[config.mk]
export PLATFORM = sky130hd
export DESIGN_NAME = imem_loader_flat
export DESIGN_NICKNAME = d
export VERILOG_FILES = /design/src/rtl/imem_loader_if.sv /design/src/rtl/imem_loader.sv /design/src/flat_wrapper.sv
export SDC_FILE = /design/constraint.sdc
export NUM_CORES = 1
export LEC_CHECK = 0
export CAP_MARGIN = 15
export CORE_ASPECT_RATIO = 0.7
export CORE_UTILIZATION = 40
export DETAILED_ROUTE_END_ITERATION = 10
export MAX_ROUTING_LAYER = met4
export PLACE_DENSITY = 0.77
export SLEW_MARGIN = 20
export SYNTH_ARGS = -nofsm -noshare
export SYNTH_HDL_FRONTEND = slang
export SYNTH_SLANG_ARGS = --single-unit
[constraint.sdc]
create_clock -name clock -period 4.4 [get_ports clock]
set_clock_uncertainty 0.1 [all_clocks]
set_input_delay 0.88 -clock clock [delete_from_list [all_inputs] [get_ports clock]]
set_output_delay 0.88 -clock clock [all_outputs]
set_load 0.1 [all_outputs]
[src/rtl/imem_loader_if.sv]
// Boot loader bus: byte stream in, instruction memory write port
// and load status out.
interface imem_loader_if #(
   parameter int CNT_W = 6
);
   logic             start;
   logic [7:0]       in_byte;
   logic             in_valid;
   logic             in_ready;
   logic             mem_we;
   logic [31:0]      mem_waddr;
   logic [31:0]      mem_wdata;
   logic             busy;
   logic             done;
   logic             error;
   logic [CNT_W-1:0] words_loaded;

   modport master (
      output start, in_byte, in_valid,
      input  in_ready, mem_we, mem_waddr, mem_wdata,
      input  busy, done, error, words_loaded
   );

   modport slave (
      input  start, in_byte, in_valid,
      output in_ready, mem_we, mem_waddr, mem_wdata,
      output busy, done, error, words_loaded
   );
endinterface

[src/rtl/imem_loader.sv]
// Boot-time program loader: framed byte stream to instruction memory,
// little-endian word assembly and XOR checksum.
module imem_loader #(
   parameter int DEPTH = 32,
   parameter int CNT_W = 6
) (
   input logic         clock,
   input logic         reset,
   imem_loader_if.slave bus
);

   typedef enum logic [2:0] {
      IDLE, LEN, DATA, WRITE, CSUM, DONE, ERR
   } state_t;

   localparam logic [CNT_W-1:0] ONE = CNT_W'(1);
   localparam logic [31:0] DEPTH_W = 32'(DEPTH);

   state_t           state;
   logic [1:0]       k;
   logic [7:0]       csum;
   logic [CNT_W-1:0] widx;
   logic [CNT_W-1:0] len;
   logic             acc;

   assign acc = bus.in_valid && bus.in_ready;
   assign bus.words_loaded = widx;

   // Frame sequencer; every output is registered with its next state.
   always_ff @(posedge clock or posedge reset) begin
      if (reset) begin
         state         <= IDLE;
         k             <= '0;
         csum          <= '0;
         widx          <= '0;
         len           <= '0;
         bus.in_ready  <= 1'b0;
         bus.mem_we    <= 1'b0;
         bus.mem_waddr <= '0;
         bus.mem_wdata <= '0;
         bus.busy      <= 1'b0;
         bus.done      <= 1'b0;
         bus.error     <= 1'b0;
      end else begin
         bus.mem_we <= 1'b0;
         case (state)
            IDLE, DONE, ERR: begin
               if (bus.start) begin
                  state        <= LEN;
                  bus.in_ready <= 1'b1;
                  bus.busy     <= 1'b1;
                  bus.done     <= 1'b0;
                  bus.error    <= 1'b0;
                  widx         <= '0;
                  k            <= '0;
                  csum         <= '0;
               end
            end
            LEN: begin
               if (acc) begin
                  if (bus.in_byte != 8'd0 &&
                      32'(bus.in_byte) <= DEPTH_W) begin
                     len   <= CNT_W'(bus.in_byte);
                     state <= DATA;
                  end else begin
                     state        <= ERR;
                     bus.in_ready <= 1'b0;
                     bus.busy     <= 1'b0;
                     bus.error    <= 1'b1;
                  end
               end
            end
            DATA: begin
               if (acc) begin
                  bus.mem_wdata[{k, 3'b000} +: 8] <= bus.in_byte;
                  csum <= csum ^ bus.in_byte;
                  k    <= k + 2'd1;
                  if (k == 2'd3) begin
                     state         <= WRITE;
                     bus.in_ready  <= 1'b0;
                     bus.mem_we    <= 1'b1;
                     bus.mem_waddr <= 32'(widx);
                  end
               end
            end
            WRITE: begin
               widx         <= widx + ONE;
               k            <= '0;
               bus.in_ready <= 1'b1;
               state        <= (widx + ONE == len) ? CSUM : DATA;
            end
            CSUM: begin
               if (acc) begin
                  bus.in_ready <= 1'b0;
                  bus.busy     <= 1'b0;
                  if (bus.in_byte == csum) begin
                     state    <= DONE;
                     bus.done <= 1'b1;
                  end else begin
                     state     <= ERR;
                     bus.error <= 1'b1;
                  end
               end
            end
            default: begin
               state        <= IDLE;
               bus.in_ready <= 1'b0;
               bus.busy     <= 1'b0;
            end
         endcase
      end
   end

endmodule
[src/flat_wrapper.sv]
// flat-port wrapper written by rule: the top's interface ports become plain ports
module imem_loader_flat 
#(
   parameter int DEPTH = 32,
   parameter int CNT_W = 6
)
  (clock, reset, bus_start, bus_in_byte, bus_in_valid, bus_in_ready, bus_mem_we, bus_mem_waddr, bus_mem_wdata, bus_busy, bus_done, bus_error, bus_words_loaded);
  imem_loader_if #(.CNT_W(CNT_W)) bus_i ();
  input logic clock;
  input logic reset;
  input wire logic [$bits(bus_i.start)-1:0] bus_start;
  input wire logic [$bits(bus_i.in_byte)-1:0] bus_in_byte;
  input wire logic [$bits(bus_i.in_valid)-1:0] bus_in_valid;
  output wire logic [$bits(bus_i.in_ready)-1:0] bus_in_ready;
  output wire logic [$bits(bus_i.mem_we)-1:0] bus_mem_we;
  output wire logic [$bits(bus_i.mem_waddr)-1:0] bus_mem_waddr;
  output wire logic [$bits(bus_i.mem_wdata)-1:0] bus_mem_wdata;
  output wire logic [$bits(bus_i.busy)-1:0] bus_busy;
  output wire logic [$bits(bus_i.done)-1:0] bus_done;
  output wire logic [$bits(bus_i.error)-1:0] bus_error;
  output wire logic [$bits(bus_i.words_loaded)-1:0] bus_words_loaded;
  assign bus_i.start = bus_start;
  assign bus_i.in_byte = bus_in_byte;
  assign bus_i.in_valid = bus_in_valid;
  assign bus_in_ready = bus_i.in_ready;
  assign bus_mem_we = bus_i.mem_we;
  assign bus_mem_waddr = bus_i.mem_waddr;
  assign bus_mem_wdata = bus_i.mem_wdata;
  assign bus_busy = bus_i.busy;
  assign bus_done = bus_i.done;
  assign bus_error = bus_i.error;
  assign bus_words_loaded = bus_i.words_loaded;
  imem_loader #(.DEPTH(DEPTH), .CNT_W(CNT_W)) u_core (.clock(clock), .reset(reset), .bus(bus_i));
endmodule
### Word-level counts from Yosys, hierarchy flattened

Cells that the tools add are included.

* bitwise gates (word level): 2
* mux-type cells: 38
* magnitude comparators: 1
* equal/unequal tests: 17
* reduce and logical (&&, ||, !) cells: 22
* shifts and indexed selects: 2
* add/subtract/negate cells: 3

Operators with widths (count)
* bitwise mux 32 bit: 1
* variable shift 8 x 7 -> 32 bit (first input constant): 1
* indexed part select 8 x 7 -> 32 bit: 1
* two-way mux 3 bit: 7
* two-way mux 1 bit: 16
* two-way mux 8 bit: 2
* case mux 8 bit (2 select lines): 1
* case mux 3 bit (5 select lines): 1
* case mux 6 bit (2 select lines): 1
* AND reduction 3 bit: 4
* AND reduction 6 bit: 2
* != test 2 x 1 -> 1 bit (second input constant): 5
* AND reduction 5 bit: 2
* equality test 3 bit (second input constant): 3
* equality test 8 bit: 1
* <= comparator 8 x 6 -> 1 bit (second input constant): 1
* nonzero test 8 bit: 1
* XOR 8 bit: 1
* negator 5 -> 7 bit: 1
* adder 6 x 1 -> 6 bit (second input constant): 1
* equality test 3 x 2 -> 1 bit (second input constant): 2
* equality test 6 bit: 1
* two-way mux 2 bit: 3
* two-way mux 6 bit: 1
* other kinds (18): 25

* bits in registers: 68
* output and inout bits: 75
* word-level logic and storage cells: 97
* input port bits: 12

### Longest topological paths before layout

Gate-level depths: netlist of the first run.

* word-level depth: 5
* depth in mapped cells: 8
* gate-level depth less buffers: 7

### Worst setup path before layout of the first run

No wires, ideal clock.

* kind: input port to flip-flop
* start point: input port bus_in_byte[2]
* end point: register u_core.len[0]
* library setup time: 125 ps
* required time: 4175 ps
* path buffers: 1
* stages on the path: 6
* path slack: 1772 ps
* arrival time: 2403 ps
* cells stage by stage: buf_2 -> or4_4 -> or3_4 -> nand3_4 -> nor2_4 -> mux2_4

* word-level cells in the longest chain between the ends: 3
* elaborated cells between the ends (all ways): 4
* classes of those cells: 1 x order compare; 3 x reduce/logical

RTL lines
* from (decl): line flat_wrapper.sv:12 `input wire logic [$bits(bus_i.in_byte)-1:0] bus_in_byte;`
* <= comparator 8 x 6 -> 1 bit / nonzero test 8 bit (equally long branches): line imem_loader.sv:62, imem_loader.sv:61
* logical AND 1 bit *: line imem_loader.sv:61 `if (bus.in_byte != 8'd0 &&`
* AND reduction 3 bit (no line) *
* to (signal assigned): line imem_loader.sv:63 `len <= CNT_W'(bus.in_byte);`
* to (decl): line imem_loader.sv:23 `logic [CNT_W-1:0] len;`

Every way passes the cells marked *; elsewhere a longest branch is shown, timed or not.
A chain may end at the register's enable or synchronous reset.

### Worst setup path in the final report of the first run

* start point: register u_core.widx[2], in the netlist u_core.bus.words_loaded[2]
* end point: output port bus_words_loaded[2]

RTL lines
* from (decl): line imem_loader.sv:22 `logic [CNT_W-1:0] widx;`
* from (signal assigned): line imem_loader.sv:87 `widx <= widx + ONE;`
* to (decl): line flat_wrapper.sv:21 `output wire logic [$bits(bus_i.words_loaded)-1:0] bus_words_loaded;`

No word-level cell between the ends.

==> impl_results.md, run 1 <==
- Status: completed
- Sw frac: 46.49%
- Die Width: 115.9 um
- Critical path required time: 3420 ps
- Synthesized area: 3632 um2
- Post-synthesis sequential area ratio: 46.85%
- Synthesized area per cell: 9.266 um2
- YS warnings: 0
- CTS sink count: 68
- Hold Vio Cnt, Final: 0
- Rows: 28
- Ports: 87
- Seq pwr share: 32.3%
- Final setup viols: 0
- Mapped Cells: 392
- Multiplexer share of the synthesized area: 5.167%
- Crit path time final: 2993 ps
- ANT cells: 0
- Total gr overflow: 0
- Final GP Congestion: 0.8549
- Crit start category: register
- Most frequent cells in the layout: nand2_1 (90), dfrtp_1 (68), clkdlybuf4s50_1 (60), o21ai_1 (51), conb_1 (26)
- Worst path max stage delay: 1190 ps
- CP Buf/Inv Count: 1
- Vias per cell: 5.121
- Max-slew headroom: 33.37%
- Post-synth EDFFs: 0
- Cts bufs inserted: 9
- CTS clk-pin slew, worst paths: 60 ps
- Synth Flop Type: dfrtp_1
- CP top delay family: buffers and inverters
- Synth unique cells: 54
- Most common library cell in the layout ignoring fill and taps: nand2_1
- Clock network power share: 24.0%
- H-tree lvl count: 3
- Max cap viols: 0
- Met2 routed WL: 3931 um
- Combinational share of power: 43.7%
- Fill cell count: 783
- Setup slack, reg-to-reg: 1440 ps
- Setup TNS: 0 ps
- Largest net degree at the start of global routing: 40
- Postcts setup bufs: 0
- Tcrit/Tclk final: 68.03%
- Core Footprint: 8618 um2
- CTS tree: built
- Max-slew violation count: 0
- Worst min-delay path class: register to register
- Layout cells sized above 1: 7.795%
- Synth Area in Adders: 2.411%
- Top routing layer in use: met4
- Worst-path fanout max: 10
- Starting DRT DRC Count: 273
- Root Driver: clkbuf_16
- Nets: 463
- Post-cts repair resize count: 0
- WL met3: 575 um
- FF+latch count, synth: 68
- Hold buffers post-CTS: 0
- Data arrival, critical path: 2010 ps
- Detailed Route WL: 8413 um
- CTS Buffer Depth: 2
- CP endpoint kind: output pin
- DRT met1 WL: 3721 um
- Initial Utilization: 42.15%
- XOR/XNOR share of the synthesized area: 4.099%
- Power Density: 615.5 nW/um2
- Worst-skew pair later-pin latency: 330 ps
- Drt wl/cell: 14.79 um
- Ys async rst share: 100.0%
- DP HPWL: 5930 um
- Switching Power: 1283 uW
- FMAX: 334.1 MHz
- Final worst slack: 1407 ps
- P_leak: 0.001974 uW
- Crit-path slowest cell: clkdlybuf4s50_1
- Hold WS: 386.5 ps
- Residual DRC: 0
- DP Worst Slack: 1094 ps
- Port Buffer Count: 60
- Maximum VDD drop: 0.0002327 V
- Cell internal pwr: 1477 uW
- Die Ht: 81.73 um
- Cell breakdown of the critical path: clkdlybuf4s50_1
- ANT nets after route: 0
- Worst Setup Path Type: register to output pin
- Die area: 9472 um2
- Largest family of logic cells by synthesized area: simple AND/OR/NAND/NOR gates
- Syn-to-layout area delta: 23.49%
- Initial antenna violation count: 0
- Via Count: 2,914
- RSZ-0062 raised after global routing: false
- Vias in the first global route: 2,802
- First-pass GRT wire length: 13,730 um
- Compound-Gate Fraction of Synth Area: 14.16%
- Tightest Pin Transition: 996.3 ps
- Synth Area in Simple Gates: 18.64%
- All-Layer GR Usage: 19.98%
- TritonRoute pass-1 iters: 5
[sequential cells by signal, summed over array words and instances (netlist names)]
register                 cells
u_core.bus.mem_waddr         6
u_core.bus.error             1
u_core.k                     2
u_core.bus.done              1
u_core.bus.words_loaded      6
u_core.len                   6
u_core.state                 3
u_core.bus.mem_we            1
u_core.bus.mem_wdata        32
u_core.csum                  8
u_core.bus.in_ready          1
u_core.bus.busy              1
[final timing paths]
kind	from	endpoint	cells after the start
worst max register to register	u_core.state[1]$_DFFE_PP0P_	u_core.bus.mem_waddr[4]$_DFFE_PP0P_	5
max in group asynchronous	reset	u_core.csum[3]$_DFFE_PP0P_	3
worst min-delay path	u_core.bus.mem_wdata[16]$_DFFE_PP0P_	u_core.bus.mem_wdata[16]$_DFFE_PP0P_	2
worst min register to register	u_core.bus.mem_wdata[16]$_DFFE_PP0P_	u_core.bus.mem_wdata[16]$_DFFE_PP0P_	2
worst max-delay path	u_core.bus.words_loaded[2]$_DFFE_PP0P_	bus_words_loaded[2]	1
min in group asynchronous	reset	u_core.bus.words_loaded[5]$_DFFE_PP0P_	2
[through the flow]
step           std cells  total power [uW]  util [%]  instance area, um2
2_1_floorplan        417              1861         -                3726
3_3_place_gp         553              2068     48.81                4207
3_5_place_dp         553              2096     48.81                4207
4_1_cts              569              2768     52.05                4486
5_1_grt              569              2911     52.05                4486
6_report             569              2761     52.05                4486
[cells in the mapped netlist, drive strengths merged, types with 6 or more instances]
cell type / count / share of area [%]
a21oi: 6 / 0.93
xor2: 14 / 3.4
dfrtp: 68 / 47
mux2: 12 / 4.3
o21ai: 62 / 8.6
nand3: 7 / 1.3
nand2: 91 / 9.6
clkbuf: 13 / 1.3
ha: 7 / 2.4
nor2: 15 / 1.8
buf: 33 / 6.5
inv: 7 / 0.72
[layer usage]
layer | up-vias | track usage, %
li1 | 1388 | -
met2 | 121 | 31.19
met3 | 18 | 6.052
met1 | 1387 | 24.79
met4 | 0 | 6.795
met5 | - | -
[layout make-up]
type,count,area [um2],area share [%]
Multi-Input combinational cell,296,1713,38.19
Sequential cell,68,1702,37.94
Timing Repair Buffer,62,615.6,13.72
Clock buffer,10,239.0,5.328
Tap cell,120,150.1,3.347
Clock inverter,6,40.04,0.8926
Inverter,7,26.28,0.5858
[power by group through the flow]
stage / clock, uW / combinational [uW] / sequential [uW]
finish: 662 / 1210 / 892
detailed placement: 0 / 1200 / 897
CTS: 675 / 1210 / 888
global placement: 0 / 1180 / 893
global route: 706 / 1290 / 911
floorplan: 0 / 669 / 1190
[logic make-up (layout without fill, tap and decap cells)]
logic type / Yosys count / count (layout)
multiplexers: 15 / 15
flip-flops: 68 / 68
other: 1 / 26
XOR/XNOR: 17 / 17
buffers and inverters: 53 / 85
AND/OR/NAND/NOR: 144 / 144
AO/OA/AOI/OAI: 87 / 87
adder cells (fa/ha/maj): 7 / 7
Note: power is estimated with default switching activity, not from simulation.
==> run 2: changes to the inputs <==
- PLACE_DENSITY: 0.77 -> 0.79
- clock period: 4.4 -> 2.7 ns (I/O delays scaled with it)
==> impl_results.md, run 2 (synthesis results as in run 1) <==
- Status: completed
- Register area: 1702 um2
- R2R cell count: 7
- Vias in the first global route: 2,806
- Tcrit/Tclk final: 87.92%
- RSZ-0062 raised after global routing: false
- Dpl cell area: 4262 um2
- Worst hold path depth: 1
- Crit path time final: 2374 ps
- CTS Buffer Depth: 2
- Rows: 28
- Worst min-delay path class: register to register
- Number of flip-flops under the largest register name: 32
- Worst-path fanout max: 6
- Hold buffers post-CTS: 0
- Layout cells sized above 1: 22.29%
- RR Startpoint: u_core.bus.words_loaded[0]$_DFFE_PP0P_
- Most common library cell in the layout ignoring fill and taps: nand2_1
- Max-slew headroom: 61.38%
- Setup TNS: 0 ps
- Area of the multi-input gates: 1713 um2
- CTS sink count: 68
- Worst Setup Path Type: primary input to register
- Data arrival, critical path: 2480 ps
- Largest registers: u_core.bus.mem_wdata x32, u_core.csum x8
- Setup slack, reg-to-reg: 330 ps
- Final GP Congestion: 0.8529
- Final setup viols: 0
- Nets: 485
- Worst-skew pair later-pin latency: 330 ps
- Non-Filler Cell Area, Final: 4599 um2
- FMAX: 421.3 MHz
- Hold Vio Cnt, Final: 0
- Port Buffer Count: 60
- H-tree lvl count: 3
- Vias per cell: 4.958
- Starting DRT DRC Count: 254
- Hold endpoint: u_core.bus.mem_waddr[4]$_DFFE_PP0P_
- Residual DRC: 0
- Via Count: 2,930
- Detailed Route WL: 8636 um
- Final Util: 53.37%
- Post-cts repair resize count: 0
- Total gr overflow: 0
- Die Ht: 81.73 um
- Ports: 87
- Syn-to-layout area delta: 26.63%
- Power Density: 1043 nW/um2
- RR Endpoint: u_core.state[1]$_DFFE_PP0P_
- CP endpoint kind: register
- Tot Pwr: 4795 uW
- Crit start category: primary input
- Most frequent cells in the layout: nand2_1 (90), buf_4 (72), dfrtp_1 (68), o21ai_1 (51), conb_1 (26)
- TritonRoute pass-1 iters: 5
- Drt wl/cell: 14.61 um
- DP Worst Slack: -6.138 ps
- Die area: 9472 um2
- P_leak: 0.002204 uW
- Core Footprint: 8618 um2
- Largest register by flop count: u_core.bus.mem_wdata
- First-pass GRT wire length: 13,880 um
- Die Width: 115.9 um
- Critical path required time: 2810 ps
- ANT nets after route: 0
- Final worst slack: 326.2 ps
- Initial Utilization: 42.15%
- Initial antenna violation count: 0
- Tightest Pin Transition: 573.9 ps
- Postcts setup bufs: 0
- CTS clk-pin slew, worst paths: 50 ps
- Fill cell count: 773
- Root Driver: clkbuf_16
- Maximum VDD drop: 0.0005154 V
- Cts bufs inserted: 9
- All-Layer GR Usage: 19.98%
- Max cap viols: 0
- Max-slew violation count: 0
- Largest net degree at the start of global routing: 69
- ANT cells: 0
- Hold Path Origin: u_core.bus.mem_waddr[4]$_DFFE_PP0P_
- DP HPWL: 6157 um
- CTS tree: built
==> run 2: where the power goes <==
part	internal, uW	leakage [uW]	total (uW)	switching (uW)
clock	884	0.000162	1300	419
sequential	1210	0.000925	1400	194
combinational	611	0.00112	2090	1480
==> run 2: per-stage QoR <==
step,cells,hold WS [ps]
6_report,591,388.3
2_1_floorplan,417,359.7
5_1_grt,591,410.6
4_1_cts,591,390.8
3_3_place_gp,575,372.5
3_5_place_dp,575,378.1
==> run 2: worst max path at each step <==
stage	to	slack, ps	start	cells past startpoint
after floorplan	u_core.state[1]$_DFFE_PP0P_	150	u_core.bus.words_loaded[0]$_DFFE_PP0P_	7
after global placement	u_core.len[5]$_DFFE_PP0P_	40	bus_in_byte[1]	6
after detailed placement	u_core.len[5]$_DFFE_PP0P_	-6	bus_in_byte[1]	6
after CTS	u_core.bus.mem_wdata[10]$_DFFE_PP0P_	320	u_core.state[0]$_DFFE_PP0P_	8
after global routing	u_core.bus.mem_wdata[15]$_DFFE_PP0P_	110	u_core.state[0]$_DFFE_PP0P_	8
final	u_core.len[0]$_DFFE_PP0P_	330	bus_in_byte[2]	6
==> run 2: cell type report <==
type	instances	share of cell area (%)
timing repair buffer	84	14.58
multi-input combinational	296	37.24
inverter	7	0.5713
clock buffer	13	5.876
clock inverter	3	1.469
sequential	68	37.00
tap	120	3.264
==> run 2: critical path, cell delays in order <==
cell and delay [ps]:
clkdlybuf4s50_1 460, or4_4 540, o21ai_2 220, nand3_4 150
nor2_4 240, mux2_4 320
==> run 2: per-layer routing <==
metal	part of all wire [%]	global-route usage, %
met4	1.1	5.897
met3	7.0	5.683
met1	46	25.97
met2	46	30.42
met5	0	-
